## config.mk

```make
export PLATFORM = sky130hd
export DESIGN_NAME = uart_rx_packet_ctrl
export DESIGN_NICKNAME = d
export VERILOG_FILES = /design/src/rtl/uart_rx_packet_ctrl_pkg.sv /design/src/rtl/uart_rx_packet_ctrl_buffer.sv /design/src/rtl/uart_rx_packet_ctrl.sv
export SDC_FILE = /design/constraint.sdc
export NUM_CORES = 1
export LEC_CHECK = 0
export BUFFER_PORTS_ARGS = -buffer_cell sky130_fd_sc_hd__buf_2
export CORE_MARGIN = 2
export CORE_UTILIZATION = 60
export DETAILED_ROUTE_END_ITERATION = 8
export HOLD_SLACK_MARGIN = 0.03
export PLACE_DENSITY = 0.78
export RECOVER_POWER = 50
export REMOVE_ABC_BUFFERS = 1
export SLEW_MARGIN = 25
export SYNTH_ARGS = -nofsm -noshare
export SYNTH_HDL_FRONTEND = slang
export SYNTH_HIERARCHICAL = 1
export SYNTH_SLANG_ARGS = --single-unit
```

## constraint.sdc

```tcl
create_clock -name i_Clock -period 3.5 [get_ports i_Clock]
set_input_delay 0 -clock i_Clock [delete_from_list [all_inputs] [get_ports i_Clock]]
set_output_delay 0 -clock i_Clock [all_outputs]
set_load 0.01 [all_outputs]
```

## src/rtl/uart_rx_packet_ctrl_pkg.sv

```systemverilog
// Shared types and constants for the UART packet framer: FSM states, byte type,
// default sync marker and bit positions inside the error/event pulse vector.
package uart_rx_packet_ctrl_pkg;

    typedef logic [7:0] byte_t;

    typedef enum logic [2:0] {
        ST_IDLE,
        ST_LEN,
        ST_PAYLOAD,
        ST_CHK,
        ST_HOLD
    } pkt_state_t;

    localparam byte_t DEFAULT_SYNC_BYTE = 8'hA5;

    localparam int ERR_CHK     = 0;
    localparam int ERR_LEN     = 1;
    localparam int ERR_TIMEOUT = 2;
    localparam int ERR_OVERRUN = 3;
    localparam int ERR_W       = 4;

endpackage

```

## src/rtl/uart_rx_packet_ctrl_buffer.sv

```systemverilog
// Payload store: DEPTH x 8 register file, one write port, one registered read port.
// The array itself is never reset so a held packet survives only its own lifetime.
module uart_rx_packet_ctrl_buffer
    import uart_rx_packet_ctrl_pkg::*;
#(
    parameter  int DEPTH = 16,
    localparam int AW    = $clog2(DEPTH)
) (
    input  logic          i_Clock,
    input  logic          i_Rst_L,
    input  logic          i_Wr_En,
    input  logic [AW-1:0] i_Wr_Addr,
    input  byte_t         i_Wr_Data,
    input  logic [AW-1:0] i_Rd_Addr,
    output byte_t         o_Rd_Data
);

    byte_t r_mem [DEPTH];
    byte_t r_rd_data;

    always_ff @(posedge i_Clock) begin
        if (i_Wr_En) begin
            r_mem[i_Wr_Addr] <= i_Wr_Data;
        end
    end

    always_ff @(posedge i_Clock or negedge i_Rst_L) begin
        if (!i_Rst_L) begin
            r_rd_data <= '0;
        end else begin
            r_rd_data <= r_mem[i_Rd_Addr];
        end
    end

    assign o_Rd_Data = r_rd_data;

endmodule

```

## src/rtl/uart_rx_packet_ctrl.sv

```systemverilog
// Frames the UART RX byte stream (SYNC, LEN, payload, CHK) into checked packets held
// for a valid/ready consumer; reports checksum, length, timeout and overrun events.
//
//  state      | meaning
//  -----------+-----------------------------------------------
//  ST_IDLE    | hunting for SYNC_BYTE, other bytes ignored
//  ST_LEN     | next byte is the payload length
//  ST_PAYLOAD | storing payload bytes into the buffer
//  ST_CHK     | next byte is the XOR checksum
//  ST_HOLD    | good packet presented, waiting for Ready
module uart_rx_packet_ctrl
    import uart_rx_packet_ctrl_pkg::*;
#(
    parameter  int    CLKS_PER_BIT  = 217,
    parameter  int    MAX_PAYLOAD   = 16,
    parameter  byte_t SYNC_BYTE     = DEFAULT_SYNC_BYTE,
    parameter  int    TIMEOUT_BYTES = 4,
    localparam int    LW            = $clog2(MAX_PAYLOAD + 1),
    localparam int    AW            = $clog2(MAX_PAYLOAD)
) (
    input  logic          i_Clock,
    input  logic          i_Rst_L,
    input  logic          i_RX_DV,
    input  byte_t         i_RX_Byte,
    output logic          o_Pkt_Valid,
    input  logic          i_Pkt_Ready,
    output logic [LW-1:0] o_Pkt_Len,
    input  logic [AW-1:0] i_Rd_Addr,
    output byte_t         o_Rd_Data,
    output logic          o_Err_Chk,
    output logic          o_Err_Len,
    output logic          o_Err_Timeout,
    output logic          o_Overrun,
    output logic          o_Busy
);

    localparam int          TIMEOUT_CLKS = TIMEOUT_BYTES * 10 * CLKS_PER_BIT;
    localparam int          TW           = $clog2(TIMEOUT_CLKS);
    localparam logic [TW-1:0] TMO_LOAD   = TW'(TIMEOUT_CLKS - 1);

    pkt_state_t       r_state;
    logic [LW-1:0]    r_len;
    logic [AW-1:0]    r_idx;
    byte_t            r_xor;
    logic [TW-1:0]    r_tmo;
    logic             r_valid;
    logic [ERR_W-1:0] r_err;

    logic w_wr_en;
    logic w_last_byte;

    assign w_wr_en     = (r_state == ST_PAYLOAD) && i_RX_DV;
    assign w_last_byte = (LW'(r_idx) + LW'(1)) == r_len;

    // Gap timer counts down from TIMEOUT_CLKS-1; expiry is the cycle it sits at zero.
    always_ff @(posedge i_Clock or negedge i_Rst_L) begin
        if (!i_Rst_L) begin
            r_state <= ST_IDLE;
            r_len   <= '0;
            r_idx   <= '0;
            r_xor   <= '0;
            r_tmo   <= TMO_LOAD;
            r_valid <= 1'b0;
            r_err   <= '0;
        end else begin
            r_err <= '0;
            case (r_state)
                ST_IDLE: begin
                    r_tmo <= TMO_LOAD;
                    if (i_RX_DV && (i_RX_Byte == SYNC_BYTE)) begin
                        r_state <= ST_LEN;
                    end
                end
                ST_LEN, ST_PAYLOAD, ST_CHK: begin
                    if (i_RX_DV) begin
                        r_tmo <= TMO_LOAD;
                        if (r_state == ST_LEN) begin
                            r_xor <= i_RX_Byte;
                            r_idx <= '0;
                            if (i_RX_Byte > 8'(MAX_PAYLOAD)) begin
                                r_err[ERR_LEN] <= 1'b1;
                                r_state        <= ST_IDLE;
                            end else begin
                                r_len   <= i_RX_Byte[LW-1:0];
                                r_state <= (i_RX_Byte == 8'd0) ? ST_CHK : ST_PAYLOAD;
                            end
                        end else if (r_state == ST_PAYLOAD) begin
                            r_xor <= r_xor ^ i_RX_Byte;
                            r_idx <= r_idx + AW'(1);
                            if (w_last_byte) begin
                                r_state <= ST_CHK;
                            end
                        end else if (i_RX_Byte == r_xor) begin
                            r_valid <= 1'b1;
                            r_state <= ST_HOLD;
                        end else begin
                            r_err[ERR_CHK] <= 1'b1;
                            r_state        <= ST_IDLE;
                        end
                    end else if (r_tmo == '0) begin
                        r_err[ERR_TIMEOUT] <= 1'b1;
                        r_state            <= ST_IDLE;
                    end else begin
                        r_tmo <= r_tmo - TW'(1);
                    end
                end
                ST_HOLD: begin
                    r_tmo <= TMO_LOAD;
                    if (i_RX_DV) begin
                        r_err[ERR_OVERRUN] <= 1'b1;
                    end
                    if (r_valid && i_Pkt_Ready) begin
                        r_valid <= 1'b0;
                        r_state <= ST_IDLE;
                    end
                end
                default: begin
                    r_state <= ST_IDLE;
                end
            endcase
        end
    end

    uart_rx_packet_ctrl_buffer #(
        .DEPTH (MAX_PAYLOAD)
    ) u_buffer (
        .i_Clock   (i_Clock),
        .i_Rst_L   (i_Rst_L),
        .i_Wr_En   (w_wr_en),
        .i_Wr_Addr (r_idx),
        .i_Wr_Data (i_RX_Byte),
        .i_Rd_Addr (i_Rd_Addr),
        .o_Rd_Data (o_Rd_Data)
    );

    assign o_Pkt_Valid   = r_valid;
    assign o_Pkt_Len     = r_len;
    assign o_Err_Chk     = r_err[ERR_CHK];
    assign o_Err_Len     = r_err[ERR_LEN];
    assign o_Err_Timeout = r_err[ERR_TIMEOUT];
    assign o_Overrun     = r_err[ERR_OVERRUN];
    assign o_Busy        = (r_state != ST_IDLE);

endmodule

```

==> flow_summary_export.csv, run 1 <==
group,metric,value,unit
outcome,status,"finished with violations",
outcome,violations,"capacitance limit, slew limit",
finish,layout-drive-gt1-share,19.5,%
place,gp_congestion,0.840,
synthesis,synth_ff_type,"edfxtp_1",
floorplanning,die_w,115,um
timing,rsz0062_at_grt,"no",
setup_path,crit_start,"r_state[2]",
setup_path,ff2ff_setup_slack,0.70,ns
synthesis,yosys_warnings,6,
clock_tree,insertion_delay,0.43,ns
floorplanning,num_rows,40,
finish,fin_util,69.3,%
pwr,power_frac_comb,15.4,%
grt,grt_usage,24.7,%
clock_tree,cts_tree,"yes",
grt,antenna_found_initial,0,
timing,period_share,80.1,%
synthesis,yosysTopAreaCellShare,51.6,%
pwr,seq_power_share,48.4,%
grt,grt_pass1_wl,23.5,mm
floorplanning,dieArea,13300,um2
timing,clock-skew-final,0.00786,ns
finish,syn2layout_area_growth,12.1,%
clock_tree,clock-sinks,175,
grt,gr-total-overflow,0,
synthesis,synth-async-reset-ratio,26.9,%
setup_path,cp.buffers_inverters,1,
pwr,switchingPower,0.00136,W
synthesis,synth-seq-cells,175,
synthesis,syn_area,7450,um2
setup_path,max_stage_delay,0.55,ns
clock_tree,post_cts.repair.setup_buffers,0,
drt,wl_per_cell,22.2,um
pwr,p_leak,2.95,nW
place,dp_hpwl,9.26,mm
setup_path,r2r-start,"r_state[2]",
floorplanning,ioPinCount,35,
setup_path,crit_family,"simple AND/OR/NAND/NOR gates",
setup_path,ff2ff_path_depth,5,
floorplanning,fp.dieH,115,um
grt,use_met2,40.6,%
floorplanning,start_util,61.8,%
timing,finalCriticalPeriod,2.80,ns
timing,setup_viol,0,
drt,vias_per_cell,6.22,
place,port_buffers,34,
setup_path,regToRegEndpoint,"u_buffer/r_mem[3][7]",
clock_tree,cts_buffers,17,
pwr,power.density,619,nW/um2
synthesis,synth.avg_cell_area,16.2,um2
timing,slew_headroom,-75.3,%
setup_path,endpoint,"u_buffer/r_mem[3][7]",
synthesis,synthCells,459,
timing,tightest_slew,2.63,ns
setup_path,slowest_stage,"nor2_1",
setup_path,cp-end-kind,"register",
synthesis,yosys.area.top_type,"edfxtp_1",
finish,seq_area,5030,um2
flow_run,drv_cap,1,
grt,met3_usage,4.50,%
timing,hold_violations,0,
grt,grt_max_degree,48,
pwr,totalPowerFinal,0.00518,W
clock_tree,clock_path_buffers,2,
clock_tree,cts.htree.levels,4,
drt,vias,4273,
pwr,ir_drop,453,uV
drt,drt_iter0_markers,370,
timing,tns,0,ns
synthesis,synth_edf_count,128,
pwr,p_int,0.00381,W
timing,finalMaxSlewViolations,48,
drt,antenna_left,0,
grt,grt_busiest_layer,"met2",
place,dp_slack,0.731,ns
floorplanning,coreArea,12100,um2
finish,nets,525,
drt,dr.pass1.iters,5,
finish,layout_common_cells,"edfxtp_1, dfrtp_1, nor2_1, nand2_1, a21oi_1",
setup_path,cp.arrival,2.86,ns
timing,achievable-frequency,357,MHz
drt,drt-total-wl,15.2,mm
setup_path,path_cells,"nand2b_1 -> or3_1 -> clkinv_2 -> or3b_2 -> nor2_1",
synthesis,seq_area_frac_synth,67.5,%
finish,layout_commonest_cell,"edfxtp_1",
drt,drc,0,
worst_hold_path,hold_class,"in2reg",
grt,grt_pass1_vias,4220,
timing,hold_ws,0.135,ns
clock_tree,clk_pin_slew,0.06,ns
pwr,p_clk_share,36.2,%
setup_path,path_max_fanout,13,
setup_path,cp.depth,5,
finish,nFillCells,788,
finish,multi_input_area,2270,um2
grt,use_met1,33.0,%
setup_path,worstPathRequired,3.55,ns
timing,setup_ws,0.696,ns
pwr,swShare,26.3,%
clock_tree,root_buffer,"clkbuf_16",
synthesis,netlist_top_cells_area,"edfxtp_1, dfrtp_1, mux4_2, mux4_1, dfstp_2",
setup_path,crit_type,"reg2reg",
setup_path,crit_path_start_kind,"register",
synthesis,ys_types,59,
finish,antennaDiodeCount,0,
[Yosys cell counts (all sizes together), types with 5 or more instances]
master and n:
edfxtp 128, xor2 5, a21oi 26, nand2b 5, or3 6, xnor2 15
mux2 6, buf 10, nor2 32, nand2 29, a22oi 17, nor3 9
dfrtp 39, mux4 32, dfstp 8, o21ai 24, nand3 17
[registers in the layout (all words and copies together) (netlist names)]
name                cells
r_idx                   4
r_state                 3
r_err                   4
u_buffer/o_Rd_Data      8
o_Pkt_Len               5
r_xor                   8
r_tmo                  14
u_buffer/r_mem        128
o_Pkt_Valid             1
[cells by family (layout without fill, tap and decap cells)]
family                   after synthesis  count (layout)  synth area share (%)
flip-flops                           175             175                  67.5
AND/OR/NAND/NOR                      125             125                  9.40
AO/OA/AOI/OAI                         77              77                  6.58
multiplexers                          39              39                  11.7
XOR/XNOR                              20              20                  2.35
buffers and inverters                 20              80                  2.03
adder cells (fa/ha/maj)                3               3                 0.504
[power groups by stage]
stage               Sequential, W  Clock (W)  Combinational (W)
floorplan                 0.00253          0           0.000530
global route              0.00252    0.00198           0.000877
finish                    0.00250    0.00187           0.000798
CTS                       0.00250    0.00191           0.000805
global placement          0.00253          0           0.000760
detailed placement        0.00254          0           0.000794
[how the worst min path moves through the flow]
stage | startpoint | endpoint | slack, ns | cells past startpoint
after floorplan | i_Rst_L | o_Pkt_Len[0] | -0.30 | 0
after global placement | i_Rst_L | r_tmo[12] | 0.13 | 2
after detailed placement | i_Rst_L | r_tmo[12] | 0.15 | 2
after CTS | i_RX_Byte[6] | u_buffer/r_mem[14][6] | 0.04 | 1
after global routing | i_Rd_Addr[3] | u_buffer/o_Rd_Data[1] | 0.17 | 4
final | i_Rd_Addr[2] | u_buffer/o_Rd_Data[2] | 0.13 | 4
[final cells by class]
| type | count | share of cell area [%] |
|---|---|---|
| Clock inverter | 15 | 2.05 |
| Tap cell | 168 | 2.52 |
| Timing Repair Buffer | 44 | 2.75 |
| Inverter | 4 | 0.195 |
| Multi-Input combinational cell | 264 | 27.2 |
| Clock buffer | 17 | 5.09 |
| Sequential cell | 175 | 60.2 |
[worst register-to-register path, delay by kind of cell, from the launching register on]
kind / cells / cell delay [ns]
buffers and inverters: 1 / 0.17
AND/OR/NAND/NOR: 4 / 1.75
flip-flops: 1 / 0.51
[what timing repair did]
item                      4_1_cts  5_1_grt
resized for setup               0        0
hold buffers                    4        0
hold endpoints to repair       57        0
[through the flow]
step / cells / cell area [um2]
2_1_floorplan: 443 / 7320
3_3_place_gp: 651 / 7740
3_5_place_dp: 651 / 7740
4_1_cts: 687 / 8380
5_1_grt: 687 / 8360
6_report: 687 / 8360
[per-layer routing]
metal	part of all wire, %	wire length [um]
met5	0	0
met2	51	7720
met1	41	6250
met3	6.0	911
met4	2.3	349
(Power assumes the default switching activity.)
==> run 2, diff against run 1 <==
--- a/config.mk
+++ b/config.mk
@@ -7,10 +7,10 @@
 export LEC_CHECK = 0
 export BUFFER_PORTS_ARGS = -buffer_cell sky130_fd_sc_hd__buf_2
 export CORE_MARGIN = 2
-export CORE_UTILIZATION = 60
+export CORE_UTILIZATION = 55
 export DETAILED_ROUTE_END_ITERATION = 8
 export HOLD_SLACK_MARGIN = 0.03
-export PLACE_DENSITY = 0.78
+export PLACE_DENSITY = 0.75
 export RECOVER_POWER = 50
 export REMOVE_ABC_BUFFERS = 1
 export SLEW_MARGIN = 25
==> constraint.sdc (replaced) <==
create_clock -name i_Clock -period 2.3 [get_ports i_Clock]
set_input_delay 0 -clock i_Clock [delete_from_list [all_inputs] [get_ports i_Clock]]
set_output_delay 0 -clock i_Clock [all_outputs]
set_load 0.01 [all_outputs]
==> run 2 against run 1 <==
Compared with the run above:
- the run now ends clean
- via count rose by 1.5%
- register-to-register slack got worse by 0.52 ns
- setup slack worse by 0.52 ns
- final cell count increased by 5.4%
- wire length grew 1.8%
- design area grew 2.9%
- largest power group unchanged
==> flow_summary_export.csv, run 2 (synthesis results as in run 1) <==
group,metric,value,unit
outcome,status,"complete, no violations",
worst_hold_path,hold_class,"in2reg",
timing,rsz0062_at_grt,"no",
finish,syn2layout_area_growth,15.3,%
grt,grt_usage,22.9,%
clock_tree,post_cts_resized,0,
place,gp_congestion,0.907,
setup_path,r2r-start,"r_state[2]",
pwr,p_leak,3.08,nW
timing,slew_headroom,24.3,%
finish,nets,554,
clock_tree,insertion_delay,0.42,ns
flow_run,drv_cap,0,
pwr,power.density,940,nW/um2
clock_tree,post_cts.repair.setup_buffers,0,
floorplanning,start_util,56.3,%
finish,layout_commonest_cell,"edfxtp_1",
grt,grt_pass1_wl,24.2,mm
pwr,power_frac_comb,16.5,%
clock_tree,cts_buffers,17,
clock_tree,clock_path_buffers,2,
timing,finalCriticalPeriod,2.13,ns
finish,fin_util,64.9,%
drt,wl_per_cell,21.4,um
drt,dr.pass1.iters,5,
finish,largest_reg_flops,128,
clock_tree,cts.htree.levels,4,
clock_tree,cts_tree,"yes",
clock_tree,clock-sinks,175,
timing,tightest_slew,1.14,ns
finish,layout-drive-gt1-share,21.4,%
setup_path,crit_path_start_kind,"input pin",
place,dp_cells,686,
finish,multi_input_area,2270,um2
grt,grt_pass1_vias,4391,
floorplanning,coreArea,13200,um2
drt,antenna_left,0,
pwr,p_clk_share,36.9,%
setup_path,max_stage_delay,0.53,ns
drt,vias_per_cell,5.99,
setup_path,crit_type,"in2reg",
setup_path,cp.arrival,2.44,ns
setup_path,ff2ff_setup_slack,0.18,ns
timing,finalMaxSlewViolations,0,
setup_path,cp-end-kind,"register",
pwr,ir_drop,494,uV
drt,drt-total-wl,15.5,mm
grt,grt_max_degree,40,
timing,hold_violations,0,
setup_path,crit_start,"i_RX_Byte[6]",
worst_hold_path,hp-start,"i_RX_Byte[0]",
finish,seq_area,5030,um2
floorplanning,ioPinCount,35,
clock_tree,clk_pin_slew,0.06,ns
setup_path,path_cells,"dlygate4sd3_1 -> clkbuf_1 -> nor4bb_1 -> nand4_1 -> a31o_4 -> a21oi_4 -> mux2_1",
setup_path,path_max_fanout,22,
grt,gr-total-overflow,0,
setup_path,slowest_stage,"dlygate4sd3_1",
timing,setup_viol,0,
drt,drc,0,
drt,drt_iter0_markers,385,
floorplanning,fp.dieH,120,um
finish,largestRegisters,"u_buffer/r_mem x128, r_tmo x14",
place,dp_hpwl,9.88,mm
clock_tree,cts_hold_buf,6,
timing,achievable-frequency,470,MHz
grt,antenna_found_initial,0,
finish,fin_cells,724,
setup_path,worstPathRequired,2.61,ns
pwr,switchingPower,0.00207,W
finish,layout_common_cells,"edfxtp_1, dfrtp_1, nor2_1, clkbuf_1, nand2_1",
floorplanning,num_rows,42,
pwr,seq_power_share,46.6,%
finish,nFillCells,959,
pwr,p_int,0.00601,W
timing,period_share,92.5,%
floorplanning,dieArea,14500,um2
clock_tree,root_buffer,"clkbuf_16",
finish,regMostFlops,"u_buffer/r_mem",
place,port_buffers,34,
pwr,swShare,25.6,%
finish,antennaDiodeCount,0,
floorplanning,die_w,120,um
timing,clock-skew-final,0.00522,ns
drt,vias,4337,
-- run 2: cell types whose count changed in the layout (fill, tap and decap cells not counted), moves of 2 or more --
cell and change:
clkbuf_1 +12, clkinv_2 -2, buf_4 +20, dlygate4sd3_1 +2
clkinv_4 -3, buf_2 -3
-- run 2: area by class of cell --
class	count	area share, %
Clock buffer	22	5.28
Clock inverter	10	1.88
Inverter	4	0.189
Multi-Input combinational cell	264	26.4
Sequential cell	175	58.5
Tap cell	176	2.56
Timing Repair Buffer	73	5.12
-- run 2: critical path: cells and delay by family --
| kind | cells | cell delay [ns] |
|---|---|---|
| compound gates | 2 | 0.47 |
| buf+inv | 2 | 0.94 |
| mux | 1 | 0.33 |
| simple gates | 2 | 0.70 |
-- run 2: path summary, 6_finish.rpt --
check                                  endpoint  cells past startpoint
setup reg to reg           u_buffer/r_mem[0][3]                      6
hold / removal                         r_err[1]                      4
setup / recovery                     r_state[0]                      7
max in group asynchronous              r_xor[5]                      3
min in group asynchronous          o_Pkt_Len[2]                      3
hold reg to reg                        r_tmo[7]                      2
-- run 2: power by group through the flow --
stage	logic, W	clock network (W)	registers, W
4_1_cts	0.00135	0.00303	0.00376
6_report	0.00133	0.00298	0.00377
3_5_place_dp	0.00133	0	0.00382
3_3_place_gp	0.00128	0	0.00381
5_1_grt	0.00146	0.00314	0.00379
2_1_floorplan	0.000806	0	0.00385
-- run 2: layer usage --
layer  wire length [um]  track usage (%)
met3                803             4.25
met4                277             8.36
met2               7980             38.8
met5                  0                0
met1               6430             29.8
-- run 2: per-stage QoR --
step	power [W]	setup WS, ns	hold slack [ns]	cell area, um2	TNS, ns
2_1_floorplan	0.00466	-0.402	-0.296	7320	-8.44
3_3_place_gp	0.00509	0.241	-0.113	7970	0
3_5_place_dp	0.00515	0.211	-0.113	7970	0
4_1_cts	0.00815	0.198	0.0680	8650	0
5_1_grt	0.00839	0.0745	0.152	8600	0
6_report	0.00808	0.173	0.119	8600	0
